===== config.mk =====
export PLATFORM = sky130hd
export DESIGN_NAME = io_responder
export DESIGN_NICKNAME = d
export VERILOG_FILES = /design/src/rtl/io_responder.sv
export SDC_FILE = /design/constraint.sdc
export NUM_CORES = 1
export LEC_CHECK = 0
export ABC_AREA = 1
export CAP_MARGIN = 15
export CORE_AREA = 2 2 201 164
export CTS_CLUSTER_SIZE = 28
export DETAILED_ROUTE_END_ITERATION = 8
export DIE_AREA = 0 0 203 166
export PLACE_DENSITY = 0.68
export SLEW_MARGIN = 25
export SYNTH_ARGS = -nofsm -noshare
export SYNTH_HDL_FRONTEND = slang
export SYNTH_SLANG_ARGS = --single-unit

===== constraint.sdc =====
create_clock -name clk_in -period 6.55 [get_ports clk_in]
set_input_delay 1.965 -clock clk_in [delete_from_list [all_inputs] [get_ports clk_in]]
set_output_delay 1.965 -clock clk_in [all_outputs]
set_load 0.01 [all_outputs]

===== src/rtl/io_responder.sv =====
// Memory-mapped I/O responder: decodes the 0x3xxxx window, owns the UART TX/RX FIFOs,
// the free-running cycle counter and the sticky program-stop flag.
module io_responder #(
   parameter int TX_DEPTH    = 16,
   parameter int RX_DEPTH    = 16,
   parameter int FULL_MARGIN = 2
) (
   input  logic        clk_in,
   input  logic        rst_n_in,
   input  logic        rdy_in,
   input  logic [31:0] cpu_a_in,
   input  logic [7:0]  cpu_dout_in,
   input  logic        cpu_wr_in,
   output logic [7:0]  cpu_din_out,
   output logic        io_buffer_full,
   input  logic [7:0]  ram_dout_in,
   output logic        tx_valid_out,
   output logic [7:0]  tx_data_out,
   input  logic        tx_ready_in,
   input  logic        rx_push_in,
   input  logic [7:0]  rx_data_in,
   output logic        program_stop_out,
   output logic        tx_overflow_out,
   output logic        rx_overflow_out
);

   localparam int TX_AW = $clog2(TX_DEPTH);
   localparam int RX_AW = $clog2(RX_DEPTH);
   localparam logic [TX_AW:0] TX_FULL = (TX_AW+1)'(TX_DEPTH);
   localparam logic [TX_AW:0] TX_HIGH = (TX_AW+1)'(TX_DEPTH - FULL_MARGIN);
   localparam logic [RX_AW:0] RX_FULL = (RX_AW+1)'(RX_DEPTH);

   logic [7:0]       tx_mem [TX_DEPTH];
   logic [TX_AW-1:0] tx_wr_ptr, tx_rd_ptr;
   logic [TX_AW:0]   tx_count;
   logic [7:0]       rx_mem [RX_DEPTH];
   logic [RX_AW-1:0] rx_wr_ptr, rx_rd_ptr;
   logic [RX_AW:0]   rx_count;
   logic [31:0]      cycle_cnt, snapshot;
   logic             io_rd_q;
   logic [7:0]       io_data_q, rd_data, tx_wdata;
   logic             io_sel, io_rd, io_wr;
   logic [2:0]       off;
   logic             tx_push_req, tx_push, tx_pop, tx_full;
   logic             rx_push, rx_pop, rx_full, rx_empty;
   logic             unused_addr;

   assign unused_addr = ^{cpu_a_in[31:18], cpu_a_in[15:3]};

   assign io_sel = (cpu_a_in[17:16] == 2'b11);
   assign off    = cpu_a_in[2:0];
   assign io_rd  = rdy_in & io_sel & ~cpu_wr_in;
   assign io_wr  = rdy_in & io_sel & cpu_wr_in;

   // Only the first stop write queues its 0x00 marker byte.
   assign tx_push_req = io_wr & (((off == 3'd0) & (cpu_dout_in != 8'h00)) |
                                 ((off == 3'd4) & ~program_stop_out));
   assign tx_wdata    = (off == 3'd4) ? 8'h00 : cpu_dout_in;
   assign tx_full     = (tx_count == TX_FULL);
   assign tx_valid_out = (tx_count != '0);
   assign tx_pop      = tx_valid_out & tx_ready_in;
   assign tx_push     = tx_push_req & (~tx_full | tx_pop);
   assign tx_data_out = tx_valid_out ? tx_mem[tx_rd_ptr] : 8'h00;
   assign io_buffer_full = (tx_count >= TX_HIGH);

   assign rx_full  = (rx_count == RX_FULL);
   assign rx_empty = (rx_count == '0);
   assign rx_pop   = io_rd & (off == 3'd0) & ~rx_empty;
   assign rx_push  = rx_push_in & (~rx_full | rx_pop);

   assign cpu_din_out = io_rd_q ? io_data_q : ram_dout_in;

   always_comb begin
      rd_data = 8'h00;
      case (off)
         3'd0:    rd_data = rx_empty ? 8'h00 : rx_mem[rx_rd_ptr];
         3'd4:    rd_data = cycle_cnt[7:0];
         3'd5:    rd_data = snapshot[15:8];
         3'd6:    rd_data = snapshot[23:16];
         3'd7:    rd_data = snapshot[31:24];
         default: rd_data = 8'h00;
      endcase
   end

   // Storage arrays carry no reset; validity is tracked by the counts.
   always_ff @(posedge clk_in) begin
      if (tx_push) tx_mem[tx_wr_ptr] <= tx_wdata;
      if (rx_push) rx_mem[rx_wr_ptr] <= rx_data_in;
   end

   always_ff @(posedge clk_in or negedge rst_n_in) begin
      if (!rst_n_in) begin
         tx_wr_ptr        <= '0;
         tx_rd_ptr        <= '0;
         tx_count         <= '0;
         rx_wr_ptr        <= '0;
         rx_rd_ptr        <= '0;
         rx_count         <= '0;
         cycle_cnt        <= '0;
         snapshot         <= '0;
         io_rd_q          <= 1'b0;
         io_data_q        <= 8'h00;
         program_stop_out <= 1'b0;
         tx_overflow_out  <= 1'b0;
         rx_overflow_out  <= 1'b0;
      end else begin
         cycle_cnt <= cycle_cnt + 32'd1;
         io_rd_q   <= io_rd;
         if (io_rd) begin
            io_data_q <= rd_data;
            if (off == 3'd4) snapshot <= cycle_cnt;
         end
         if (io_wr && off == 3'd4) program_stop_out <= 1'b1;

         if (tx_push) tx_wr_ptr <= tx_wr_ptr + TX_AW'(1);
         if (tx_pop)  tx_rd_ptr <= tx_rd_ptr + TX_AW'(1);
         case ({tx_push, tx_pop})
            2'b10:   tx_count <= tx_count + (TX_AW+1)'(1);
            2'b01:   tx_count <= tx_count - (TX_AW+1)'(1);
            default: tx_count <= tx_count;
         endcase
         if (tx_push_req && !tx_push) tx_overflow_out <= 1'b1;

         if (rx_push) rx_wr_ptr <= rx_wr_ptr + RX_AW'(1);
         if (rx_pop)  rx_rd_ptr <= rx_rd_ptr + RX_AW'(1);
         case ({rx_push, rx_pop})
            2'b10:   rx_count <= rx_count + (RX_AW+1)'(1);
            2'b01:   rx_count <= rx_count - (RX_AW+1)'(1);
            default: rx_count <= rx_count;
         endcase
         if (rx_push_in && !rx_push) rx_overflow_out <= 1'b1;
      end
   end

endmodule


# After elaboration in Yosys (flattened, before gate mapping)
# Memory sizes are Yosys's and may differ from the RTL's.
# Cells that the tools add are included.
# totals
ff_bits	102
mem_bits_rw	256
inputBits	62
output_inout_bits	21
wordCells	78
memories	2
# mem_list
name	depth	word_bits	rd	rd_ports_with_merged_regs	write_ports	line	source
rx_mem	16	8	1	0	1	36	logic [7:0] rx_mem [RX_DEPTH];
tx_mem	16	8	1	0	1	33	logic [7:0] tx_mem [TX_DEPTH];
# op_classes
addsub	9
n_lt_le_gt_ge	1
eq_ne	11
mux	11
bitwise	19
n_reduce_logical	12
# ops
op	count
$pmux 8 s5	1
$add 32x1->32 const B	1
$mux 8	4
$pmux 5 s2	2
$add 4x1->4 const B	4
$eq 3x3->1 const B	4
$and 1x1->1	11
$add 5x1->5 const B	2
$eq 5x5->1 const B	2
$sub 5x1->5 const B	2
$reduce_bool 8->1	1
$eq 2x2->1 const B	3
$ge 5x4->1 const B	1
$logic_not 5->1	1
$not 1->1	5
$reduce_bool 5->1	1
$eq 2x1->1 const B	2
$mux 1	4
$reduce_bool 2->1	2
$logic_and 1x1->1	3
$logic_not 3->1	1
$or 1x1->1	3
$logic_not 1->1	2
$reduce_and 2->1	1

# Logic depth before layout (Yosys ltp)
# Gate-level depths: netlist (run 1).
# depth
ltp_word	9
depth_mapped	16
mapped_depth_nobuf	16

# Worst setup path after synthesis (run 1)
# OpenSTA, ideal clock, no wires.
# synth_timing
path_type	input to output
start	input ram_dout_in[0]
end	output cpu_din_out[0]
t_arrival_ps	2237
required_ps	4585
setup_slack_ps	2348
path_stages	1
n_path_buf	0
cell_sequence	mux2_2
# synth_between
elab_chain_cells	1
# synth_lines
item	line	source
start, declared	16	input logic [7:0] ram_dout_in,
$mux 8	71	assign cpu_din_out = io_rd_q ? io_data_q : ram_dout_in;
end, declared	14	output logic [7:0] cpu_din_out,
# No other way between the ends.

# Worst setup path after layout (run 1)
# layout_timing
start	register tx_rd_ptr[2]
end	output tx_data_out[2]
# layout_between
elab_chain_cells	2
# layout_lines
item	line	source
start, declared	34	logic [TX_AW-1:0] tx_wr_ptr, tx_rd_ptr;
start signal, assigned	116	if (tx_pop) tx_rd_ptr <= tx_rd_ptr + TX_AW'(1);
$mem_v2 16x8	--	
$mux 8	63	assign tx_data_out = tx_valid_out ? tx_mem[tx_rd_ptr] : 8'h00;
end, declared	18	output logic [7:0] tx_data_out,
# No other way between the ends.

==> impl_metrics.env, run 1 <==
export IMPL_routed_wl_mm=34.8
export IMPL_synth_area_per_cell_um2=10.9
export IMPL_slew_viol_final=0
export IMPL_power_density_nw_per_um2=366
export IMPL_clkPwrFrac=0.314
export IMPL_antennaDiodeCount=0
export IMPL_hold_slack_ns=0.472
export IMPL_netlist_area_leader_share=0.501
export IMPL_worstSkewPairLatency_ns=0.53
export IMPL_synth_enable_flop_cells=256
export IMPL_seq_power_share=0.425
export IMPL_status="finished, final reports clean"
export IMPL_path_cells="clkinv_1, o211ai_1, nand3_1, a21oi_1, clkdlybuf4s50_1"
export IMPL_drive_above_1_share=0.0739
export IMPL_ys_flop_type="edfxtp_1"
export IMPL_vdd_drop_max_mv=0.186
export IMPL_antenna_found_initial=0
export IMPL_ys_ff_latch=350
export IMPL_postCtsSetupRepairBufs=0
export IMPL_grt_pass1_vias=9973
export IMPL_clock_sinks=350
export IMPL_ys_async_sr_fraction=0.269
export IMPL_hold_buffers=0
export IMPL_cp_required_ns=4.59
export IMPL_dpl_instance_area_um2=16200
export IMPL_layout_commonest_cell="nand2_1"
export IMPL_p_leak_nw=6.58
export IMPL_hold_depth=1
export IMPL_setup_viol=0
export IMPL_worst_path_max_delay_cell="dfrtp_1"
export IMPL_drc=0
export IMPL_rows=59
export IMPL_layout_min_cycle_time_ns=5.55
export IMPL_synth_area_um2=15300
export IMPL_cts_reportedPaths_clkPinSlew_ns=0.06
export IMPL_io_pins=83
export IMPL_fmax_ghz=0.180
export IMPL_cts_resized=0
export IMPL_synth_area_top_cells="edfxtp_1 50%, dfrtp_1 15%, nand2_1 7.6%"
export IMPL_coreArea_um2=31800
export IMPL_initial_core_util=0.482
export IMPL_synthDistinctLibCells=44
export IMPL_io_buffer_count=55
export IMPL_syn_inst=1403
export IMPL_grt_pass1_wl_mm=55.4
export IMPL_htree_levels=2
export IMPL_combPwrFrac=0.261
export IMPL_hold_path_class="reg -> reg"
export IMPL_yosysWarnings=0
export IMPL_crit_buf_inv=2
export IMPL_overflow=0
export IMPL_pre_cts_slack_ns=1.32
export IMPL_worst_path_stages=5
export IMPL_final_cell_mix="311 x nand2_1, 256 x edfxtp_1, 141 x nand3_1, 139 x nor2_1, 92 x dfrtp_1"
export IMPL_die_area_um2=33700
export IMPL_antenna_left=0
export IMPL_cts_root_buf="clkbuf_16"
export IMPL_worst_setup_path_start_kind="flop"
export IMPL_hold_violations=0
export IMPL_cp_max_fo=18
export IMPL_critPathKind="reg -> out"
export IMPL_end_kind="output port"
export IMPL_tritoncts="built"
export IMPL_layout_setup_ws_ns=0.995
export IMPL_period_share=0.848
export IMPL_drtIter0Drc=901
export IMPL_wl_per_cell_um=18.3
export IMPL_fin_tns_setup_ns=0
export IMPL_arrival_ns=3.59
export IMPL_intPower_mw=4.29
export IMPL_finClkSkew_ns=0.0241
export IMPL_worst_pin_slew_ns=0.884
export IMPL_fin_area_um2=17400
export IMPL_switching_power_mw=2.08
export IMPL_gp_congestion=0.837
export IMPL_place_hpwl_mm=22.0
export IMPL_die_h_um=166
export IMPL_mappedNetlistNets=1484
export IMPL_rsz0062_at_grt="no"
export IMPL_synth_largest_area_cell="edfxtp_1"
export IMPL_via_per_inst=5.41
export IMPL_crit_family="buffers and inverters"
export IMPL_cap_viol_max_count=0
export IMPL_cpPeakStageDelay_ns=0.90
export IMPL_die_x_um=203
export IMPL_drtPass1Iterations=5
export IMPL_cts_max_path_buffers=3
export IMPL_grt_max_degree=67
export IMPL_swShare=0.326
export IMPL_reg2reg_depth=9
export IMPL_cts_buffers=37
export IMPL_syn_to_final_growth_pct=13.3
export IMPL_num_vias=10289
export IMPL_ys_seq_area_frac=0.654
export IMPL_fin_nets=1527
export IMPL_grtUsageTotal=0.211
export IMPL_slew_headroom=0.411
==> Yosys cell counts (3+ instances only) <==
cell type	n
buf_1	3
nand3_1	141
a21oi_1	19
o22ai_1	12
o211ai_1	8
o21ai_1	9
o21bai_1	32
nand2_1	311
xor2_1	44
buf_2	31
nor2_1	147
clkbuf_1	20
ha_1	17
o21a_1	8
nand2_2	12
o21ai_0	52
clkinv_1	4
mux2_2	8
edfxtp_1	256
nor3_1	15
nand4_1	16
dfrtp_1	94
inv_2	3
o221ai_1	24
nand3_2	3
inv_1	90
==> sequential cells by signal, summed over array words and instances (netlist names) <==
register	cells
snapshot	24
tx_wr_ptr	4
tx_overflow_out	1
io_data_q	8
tx_rd_ptr	4
io_rd_q	1
program_stop_out	1
rx_wr_ptr	4
cycle_cnt	32
tx_mem	128
rx_count	5
tx_count	5
rx_mem	128
rx_rd_ptr	4
rx_overflow_out	1
==> logic make-up (layout without fill, tap and decap cells) <==
family          count (synthesis)  in the layout  synth area share
xor+xnor                       44             44            0.0251
mux                             8              8           0.00587
fa+ha+maj                      19             19            0.0165
flops                         350            350             0.654
compound gates                169            169            0.0708
buf+inv                       156            227            0.0418
simple gates                  657            657             0.185
==> through the flow <==
| step | total power [mW] | instances | utilization |
|---|---|---|---|
| 6_report | 6.37 | 1901 | 0.546 |
| 3_3_place_gp | 4.36 | 1834 | 0.509 |
| 4_1_cts | 6.39 | 1901 | 0.546 |
| 3_5_place_dp | 4.40 | 1834 | 0.510 |
| 5_1_grt | 6.70 | 1901 | 0.546 |
| 2_1_floorplan | 3.83 | 1403 | - |
==> final timing paths <==
path                                              from                           to  slack, ns
max                           tx_rd_ptr[2]$_DFFE_PN0P_               tx_data_out[2]        1.0
min                        tx_overflow_out$_DFFE_PN0P_  tx_overflow_out$_DFFE_PN0P_       0.47
max reg2reg                   rx_rd_ptr[2]$_DFFE_PN0N_     io_data_q[7]$_DFFE_PN0N_       3.95
min reg2reg                tx_overflow_out$_DFFE_PN0P_  tx_overflow_out$_DFFE_PN0P_       0.47
max in group asynchronous                     rst_n_in     tx_rd_ptr[0]$_DFFE_PN0P_       4.06
min in group asynchronous                     rst_n_in     snapshot[26]$_DFFE_PN0P_       1.49
==> power by group through the flow <==
stage	Sequential (mW)	Combinational, mW	Clock, mW
final	2.70	1.66	2.00
after global routing	2.72	1.85	2.13
after CTS	2.70	1.67	2.02
after detailed placement	2.75	1.66	0
after global placement	2.74	1.62	0
after floorplan	2.66	1.18	0
==> cell type report <==
class                      count  area (um2)
clock buffer                  59        1080
sequential                   350       10000
clock inverter                 8        71.3
inverter                      99         380
timing repair buffer          61         593
fill                        2703       14400
multi-input combinational    897        4680
tap                          427         534
==> routing by layer <==
| layer | wire length [um] | up-vias | track usage |
|---|---|---|---|
| li1 | - | 4939 | - |
| met1 | 16000 | 4959 | 0.312 |
| met2 | 15600 | 322 | 0.318 |
| met3 | 2140 | 69 | 0.0322 |
| met4 | 1080 | 0 | 0.0749 |
| met5 | 0 | - | 0 |
==> worst reg2reg max path, stage by stage, from the launching register on <==
cell	delay, ns
dfrtp_1	0.78
clkinv_1	0.79
nand3_1	0.38
nand2_1	0.11
nand2_1	0.07
nand2_1	0.10
nand2_1	0.09
nand2_1	0.05
nand2_1	0.07
nand2_1	0.05
Power figures use the tool's default switching activity.
==> inputs of run 2 (changes only) <==
==> constraint.sdc (replaced) <==
create_clock -name clk_in -period 5.7 [get_ports clk_in]
set_input_delay 1.71 -clock clk_in [delete_from_list [all_inputs] [get_ports clk_in]]
set_output_delay 1.71 -clock clk_in [all_outputs]
set_load 0.01 [all_outputs]
==> impl_metrics.env, run 2 (synthesis results as in run 1) <==
export IMPL_layout_min_cycle_time_ns=4.99
export IMPL_grt_max_degree=67
export IMPL_coreArea_um2=31800
export IMPL_initial_core_util=0.482
export IMPL_tritoncts="built"
export IMPL_cts_resized=0
export IMPL_cts_reportedPaths_clkPinSlew_ns=0.06
export IMPL_die_h_um=166
export IMPL_worstSkewPairLatency_ns=0.52
export IMPL_cap_viol_max_count=0
export IMPL_gp_congestion=0.839
export IMPL_drive_above_1_share=0.0752
export IMPL_io_pins=83
export IMPL_top_regs="rx_mem: 128 flops, tx_mem: 128 flops, cycle_cnt: 32 flops"
export IMPL_wl_per_cell_um=18.2
export IMPL_cts_buffers=36
export IMPL_grt_pass1_wl_mm=54.4
export IMPL_syn_to_final_growth_pct=13.2
export IMPL_layout_commonest_cell="nand2_1"
export IMPL_drc=0
export IMPL_period_share=0.876
export IMPL_cpPeakStageDelay_ns=0.83
export IMPL_cts_root_buf="clkbuf_16"
export IMPL_io_buffer_count=55
export IMPL_vdd_drop_max_mv=0.267
export IMPL_end_kind="output port"
export IMPL_clock_sinks=350
export IMPL_rsz0062_at_grt="no"
export IMPL_fin_nets=1531
export IMPL_place_hpwl_mm=22.3
export IMPL_slew_headroom=0.419
export IMPL_setup_viol=0
export IMPL_crit_buf_inv=3
export IMPL_htree_levels=2
export IMPL_num_vias=10226
export IMPL_worst_path_max_delay_cell="dfrtp_1"
export IMPL_via_per_inst=5.37
export IMPL_overflow=0
export IMPL_final_cell_mix="311 x nand2_1, 256 x edfxtp_1, 141 x nand3_1, 139 x nor2_1, 91 x dfrtp_1"
export IMPL_arrival_ns=3.28
export IMPL_fmax_ghz=0.200
export IMPL_worst_setup_path_start_kind="flop"
export IMPL_fin_tns_setup_ns=0
export IMPL_drtPass1Iterations=6
export IMPL_hold_violations=0
export IMPL_critPathKind="reg -> out"
export IMPL_grt_pass1_vias=9955
export IMPL_antenna_found_initial=0
export IMPL_finClkSkew_ns=0.0266
export IMPL_grtUsageTotal=0.207
export IMPL_postCtsSetupRepairBufs=0
export IMPL_power_density_nw_per_um2=418
export IMPL_cp_required_ns=3.99
export IMPL_antennaDiodeCount=0
export IMPL_drtIter0Drc=748
export IMPL_cts_max_path_buffers=3
export IMPL_status="finished, final reports clean"
export IMPL_antenna_left=0
export IMPL_slew_viol_final=0
export IMPL_p_leak_nw=6.57
export IMPL_hold_buffers=0
export IMPL_hold_path_class="reg -> reg"
export IMPL_crit_family="buffers and inverters"
export IMPL_worst_pin_slew_ns=0.868
export IMPL_rows=59
export IMPL_die_x_um=203
export IMPL_die_area_um2=33700
export IMPL_hold_slack_ns=0.466
export IMPL_path_cells="clkinv_1, buf_4, o211ai_1, nand3_1, a21oi_1, clkdlybuf4s50_1"
export IMPL_cp_max_fo=18
export IMPL_routed_wl_mm=34.7
[run 2: worst paths after layout]
path	startpoint	to	slack, ns	cells after the start
min reg2reg	tx_overflow_out$_DFFE_PN0P_	tx_overflow_out$_DFFE_PN0P_	0.47	1
max	tx_rd_ptr[2]$_DFFE_PN0P_	tx_data_out[2]	0.71	6
max in group asynchronous	rst_n_in	tx_rd_ptr[1]$_DFFE_PN0P_	3.47	2
min	tx_overflow_out$_DFFE_PN0P_	tx_overflow_out$_DFFE_PN0P_	0.47	1
max reg2reg	rx_rd_ptr[2]$_DFFE_PN0N_	io_data_q[1]$_DFFE_PN0N_	3.12	9
min in group asynchronous	rst_n_in	cycle_cnt[26]$_DFF_PN0_	1.26	1
[run 2: final cells by class]
class	count	area (um2)
fillers	2716	14500
clock inverters	11	91.3
repair buffers	66	631
flip-flops and latches	350	10000
inverters	99	379
well taps	427	534
clock buffers	53	1000
multi-input cells	897	4680
[run 2: report_power, final]
part           total [mW]  internal (mW)  switching, mW  leakage, nW
registers            3.12           2.93          0.185         3.51
logic                1.93          0.698           1.23         2.53
clock network        2.22           1.27          0.949        0.529
total                7.26           4.90           2.36         6.57
[run 2: layer usage]
layer  wire [um]  global-route usage
met1       16400               0.305
met2       15500               0.321
met3        1810              0.0283
met4         923              0.0638
met5           0                   0
[run 2: worst register-to-register path, cell delays in order (launching register included)]
cell and delay (ns):
dfrtp_1 0.75, clkinv_1 0.79, nand3_1 0.42, nand2_1 0.09, nand2_1 0.07, nand2_1 0.09, nand2_1 0.11, nand2_1 0.06
nand2_1 0.06, nand2_1 0.05
[run 2: per-stage QoR]
stage / setup slack [ns] / cell area, um2 / power [mW] / util / cells
final: 0.707 / 17400 / 7.26 / 0.546 / 1903
after global routing: 0.559 / 17400 / 7.64 / 0.546 / 1903
after global placement: 0.977 / 16200 / 5.03 / 0.510 / 1839
after CTS: 0.719 / 17300 / 7.29 / 0.545 / 1903
after floorplan: 2.01 / 15300 / 4.41 / - / 1403
after detailed placement: 0.988 / 16300 / 5.08 / 0.511 / 1839
